--- src/rtl/johnson_decoder.sv ---
// Johnson-code receiver: decodes a WIDTH-bit Johnson sample to index/one-hot,
// flags illegal and out-of-sequence codes, tracks lock and a saturating error count.
module johnson_decoder #(
    parameter int WIDTH    = 4,
    parameter int LOCK_CNT = 2,
    localparam int NS      = 2 * WIDTH,
    localparam int IW      = $clog2(NS)
) (
    input  logic             Clock,
    input  logic             Reset,
    input  logic [WIDTH-1:0] Code_in,
    input  logic             Code_valid,
    output logic [IW-1:0]    State_out,
    output logic [NS-1:0]    Onehot_out,
    output logic             Valid_out,
    output logic             Illegal_out,
    output logic             Seq_err_out,
    output logic             Locked_out,
    output logic [7:0]       Err_count_out
);

    typedef enum logic {S_UNLOCKED = 1'b0, S_LOCKED = 1'b1} state_t;

    state_t          r_fsm, w_nxt_fsm;
    logic [IW-1:0]   r_prev_idx, w_nxt_prev_idx;
    logic            r_have_prev, w_nxt_have_prev;
    logic [3:0]      r_match_cnt, w_nxt_match_cnt;
    logic [IW-1:0]   r_state, w_nxt_state;
    logic [NS-1:0]   r_onehot, w_nxt_onehot;
    logic            r_valid, w_nxt_valid;
    logic            r_illegal, w_nxt_illegal;
    logic            r_seq_err, w_nxt_seq_err;
    logic [7:0]      r_err_count, w_nxt_err_count;

    logic            w_legal;
    logic [IW-1:0]   w_idx;
    logic [IW-1:0]   w_succ;
    logic            w_in_seq;
    logic [3:0]      w_match_inc;
    logic [7:0]      w_err_inc;

    // Index k < WIDTH+1 is k low ones; above that, (k-WIDTH) low zeros under ones.
    function automatic logic [WIDTH-1:0] code_of(input int k);
        if (k <= WIDTH)
            return WIDTH'((32'd1 << k) - 32'd1);
        else
            return ~WIDTH'((32'd1 << (k - WIDTH)) - 32'd1);
    endfunction

    always_comb begin
        w_legal = 1'b0;
        w_idx   = '0;
        for (int k = 0; k < NS; k++) begin
            if (Code_in == code_of(k)) begin
                w_legal = 1'b1;
                w_idx   = IW'(k);
            end
        end
    end

    assign w_succ      = (r_prev_idx == IW'(NS - 1)) ? '0 : r_prev_idx + IW'(1);
    assign w_in_seq    = (w_idx == w_succ);
    assign w_match_inc = r_match_cnt + 4'd1;
    assign w_err_inc   = (r_err_count == 8'hFF) ? r_err_count : r_err_count + 8'd1;

    always_comb begin
        w_nxt_fsm       = r_fsm;
        w_nxt_prev_idx  = r_prev_idx;
        w_nxt_have_prev = r_have_prev;
        w_nxt_match_cnt = r_match_cnt;
        w_nxt_state     = r_state;
        w_nxt_onehot    = r_onehot;
        w_nxt_valid     = 1'b0;
        w_nxt_illegal   = 1'b0;
        w_nxt_seq_err   = 1'b0;
        w_nxt_err_count = r_err_count;
        if (Code_valid) begin
            if (!w_legal) begin
                w_nxt_illegal   = 1'b1;
                w_nxt_err_count = w_err_inc;
                w_nxt_onehot    = '0;
                w_nxt_have_prev = 1'b0;
                w_nxt_match_cnt = '0;
                w_nxt_fsm       = S_UNLOCKED;
            end else begin
                w_nxt_valid     = 1'b1;
                w_nxt_state     = w_idx;
                w_nxt_onehot    = NS'(1) << w_idx;
                w_nxt_prev_idx  = w_idx;
                w_nxt_have_prev = 1'b1;
                if (r_fsm == S_UNLOCKED) begin
                    // A code with no history only seeds prev_idx.
                    if (r_have_prev && w_in_seq) begin
                        w_nxt_match_cnt = w_match_inc;
                        if (w_match_inc >= 4'(LOCK_CNT))
                            w_nxt_fsm = S_LOCKED;
                    end else begin
                        w_nxt_match_cnt = '0;
                    end
                end else if (!w_in_seq) begin
                    w_nxt_seq_err   = 1'b1;
                    w_nxt_err_count = w_err_inc;
                    w_nxt_match_cnt = '0;
                    w_nxt_fsm       = S_UNLOCKED;
                end
            end
        end
    end

    always_ff @(posedge Clock) begin
        if (Reset) begin
            r_fsm       <= S_UNLOCKED;
            r_prev_idx  <= '0;
            r_have_prev <= 1'b0;
            r_match_cnt <= '0;
            r_state     <= '0;
            r_onehot    <= '0;
            r_valid     <= 1'b0;
            r_illegal   <= 1'b0;
            r_seq_err   <= 1'b0;
            r_err_count <= '0;
        end else begin
            r_fsm       <= w_nxt_fsm;
            r_prev_idx  <= w_nxt_prev_idx;
            r_have_prev <= w_nxt_have_prev;
            r_match_cnt <= w_nxt_match_cnt;
            r_state     <= w_nxt_state;
            r_onehot    <= w_nxt_onehot;
            r_valid     <= w_nxt_valid;
            r_illegal   <= w_nxt_illegal;
            r_seq_err   <= w_nxt_seq_err;
            r_err_count <= w_nxt_err_count;
        end
    end

    assign State_out     = r_state;
    assign Onehot_out    = r_onehot;
    assign Valid_out     = r_valid;
    assign Illegal_out   = r_illegal;
    assign Seq_err_out   = r_seq_err;
    assign Locked_out    = (r_fsm == S_LOCKED);
    assign Err_count_out = r_err_count;

endmodule

--- config.mk ---
export PLATFORM = sky130hd
export DESIGN_NAME = johnson_decoder
export DESIGN_NICKNAME = d
export VERILOG_FILES = /design/src/rtl/johnson_decoder.sv
export SDC_FILE = /design/constraint.sdc
export NUM_CORES = 1
export LEC_CHECK = 0
export CAP_MARGIN = 20
export CORE_MARGIN = 10
export CORE_UTILIZATION = 29
export DETAILED_ROUTE_END_ITERATION = 7
export SLEW_MARGIN = 20
export SYNTH_ARGS = -nofsm -noshare
export SYNTH_HDL_FRONTEND = slang
export SYNTH_SLANG_ARGS = --single-unit
--- constraint.sdc ---
create_clock -name Clock -period 2.8 [get_ports Clock]
set_input_delay 0.42 -clock Clock [delete_from_list [all_inputs] [get_ports Clock]]
set_output_delay 0.42 -clock Clock [all_outputs]
set_load 0.01 [all_outputs]
==> reports/metrics.cfg <==
[run_status]
status = complete, no violations

[clocking]
clock-root-buffer = clkbuf_8
cts_tree = built
cts.path.max_buffers = 2
numClockSinks = 28
htree_levels = 1
cts_buffers = 3
cts_hold_buf = 0
clk_pin_slew_ns = 0.09
cts_resized = 0
clock_latency_ns = 0.27
cts_setup_buffers = 0

[power_and_ir_drop]
powerDensity_mw_per_mm2 = 399.4
leakage_uw = 0.0006921
vdd_drop_max_mv = 0.2016

[worst_hold_path]
hold_path.class = reg2reg

[synth]
ys_top_cells_by_count = 28 x dfxtp_1, 20 x a21oi_1, 15 x nand2_1
yosysTopAreaCell = dfxtp_1
seq_area_frac_synth = 0.3842
synth_nets = 187
synth-seq-cells = 28
synth.top_cells.by_area = dfxtp_1 38%, a21oi_1 6.9%, ha_1 4.3%
async_flop_share = 0
syn_inst = 175
synth_cell_type_count = 42
synth_edf_count = 0
syn_avg_cell_area_um2 = 8.337
synthFlopType = dfxtp_1
synth.most_common_cell = dfxtp_1
synth_top_area_share = 0.3842
synth_warnings = 0
netlist_area_mm2 = 0.001459

[sta]
finalHoldViolCount = 0
grt_setup_unrepaired = no
drv_slew = 0
clock.fmax_mhz = 428.4
setup_viol_count_final = 0
skew_ns = 0.003410
relSlewSlack = 0.5931
worst_pin_slew_ns = 0.6084
hold_ws_ns = 0.4609
finalSetupTns_ns = 0
finalCriticalPeriod_ns = 2.334
min_period_over_period = 0.8337

[run]
maxCapViolations = 0

[placed_design]
place.gp.congestion = 0.7629
portBuffers = 29
dp_hpwl_um = 2716

[finish]
final_util = 0.3966
drive_above_1_share = 0.1256
n_antenna_cell = 0
final_nets = 221
fill_cells = 485
area_delta_synth_final_pct = 30.10

[floorplanning]
die_area_mm2 = 0.008267
die_y_um = 90.93
start_util = 0.3048
fp-row-count = 25
core_area_mm2 = 0.004786
ioPinCount = 30
die_w_um = 90.93

[drt]
firstDrtPassIters = 4
vias_per_cell = 4.916
wl_um = 3590
drtIter0Drc = 64
vias = 1347
route.detailed.drc = 0
wl_per_cell_um = 13.10
antenna_left = 0

[global_route]
grt_pass1_wl_um = 6023
grt_pass1_vias = 1283
grt_overflow = 0
grtUsageTotal = 0.08460
grt_antenna_before_repair = 0
grt_max_degree = 17

[worst_setup_path]
path_class = in2reg
critPathLaunchType = input port
crit_required_ns = 2.97
crit_fanout = 6
cp.arrival_ns = 2.50
cp-end-kind = flop

final cells by class:
class	count	area (µm²)	area share
repair buffers	40	372.9	0.1964
clock buffers	3	41.29	0.02175
multi-input cells	129	813.3	0.4285
inverters	7	26.28	0.01384
flip-flops and latches	28	560.5	0.2953
well taps	67	83.83	0.04417
state kept, by name, indices dropped and copies added (netlist names):
name / flops
Onehot_out: 8
Seq_err_out: 1
Locked_out: 1
Illegal_out: 1
State_out: 3
Err_count_out: 8
r_match_cnt: 4
Valid_out: 1
r_have_prev: 1
cells in the final DEF (no fill, tap or decap), types with 5 or more instances in the layout:
master,netlist,layout
a21oi_1,20,20
a31o_2,5,5
buf_4,0,11
clkdlybuf4s50_1,0,29
dfxtp_1,28,28
ha_1,5,5
inv_1,6,6
nand2_1,15,15
nand3_1,9,9
nor2_1,14,14
nor3_1,12,12
routing by layer:
layer | GRT usage | vias to the layer above | routed length (µm)
met2 | 0.1378 | 31 | 1653
met3 | 0.03325 | 2 | 196
met4 | 0.01567 | 0 | 15
met5 | 0 | - | 0
li1 | - | 693 | -
met1 | 0.1034 | 621 | 1724
per-stage QoR:
step | area, µm² | setup WS (ns) | power [µW] | instances
2_1_floorplan | 1459 | 0.6665 | 505.1 | 175
3_3_place_gp | 1857 | 0.2134 | 553.9 | 271
5_1_grt | 1898 | 0.3833 | 801.2 | 274
4_1_cts | 1898 | 0.4786 | 773.4 | 274
3_5_place_dp | 1857 | 0.1923 | 555.3 | 271
6_report | 1898 | 0.4657 | 758.0 | 274
cells by family (layout without fill, tap and decap cells):
kind of cell	count (synthesis)	count (layout)	synth area share
AOI/OAI and AO/OA	43	43	0.1973
muxes	3	3	0.02230
buffers and inverters	18	50	0.05831
xor gates and xnor gates	6	6	0.03603
DFF	28	28	0.3842
and+or+nand+nor	72	72	0.2590
adders and majority gates	5	5	0.04288
worst paths after layout:
path,endpoint,depth (start not counted),slack [ns],from
worst min register to register,Onehot_out[4]$_SDFFE_PP0P_,2,0.46,Onehot_out[4]$_SDFFE_PP0P_
worst min-delay path,Onehot_out[4]$_SDFFE_PP0P_,2,0.46,Onehot_out[4]$_SDFFE_PP0P_
worst max-delay path,Err_count_out[4]$_SDFFE_PP0P_,7,0.47,Code_in[1]
worst max register to register,Err_count_out[4]$_SDFFE_PP0P_,7,0.54,State_out[0]$_SDFFE_PP0P_
power breakdown:
group	switching [µW]	internal (µW)
sequential	7.27	407
clock	116	96.4
combinational	71.0	60.3
worst max-delay path, stage by stage:
cell             delay [ns]
clkdlybuf4s50_1        0.50
or3b_4                 0.42
a211o_1                0.29
a22oi_4                0.27
a21oi_2                0.13
nand4_1                0.13
mux2_2                 0.33
Power figures use the tool's default switching activity.
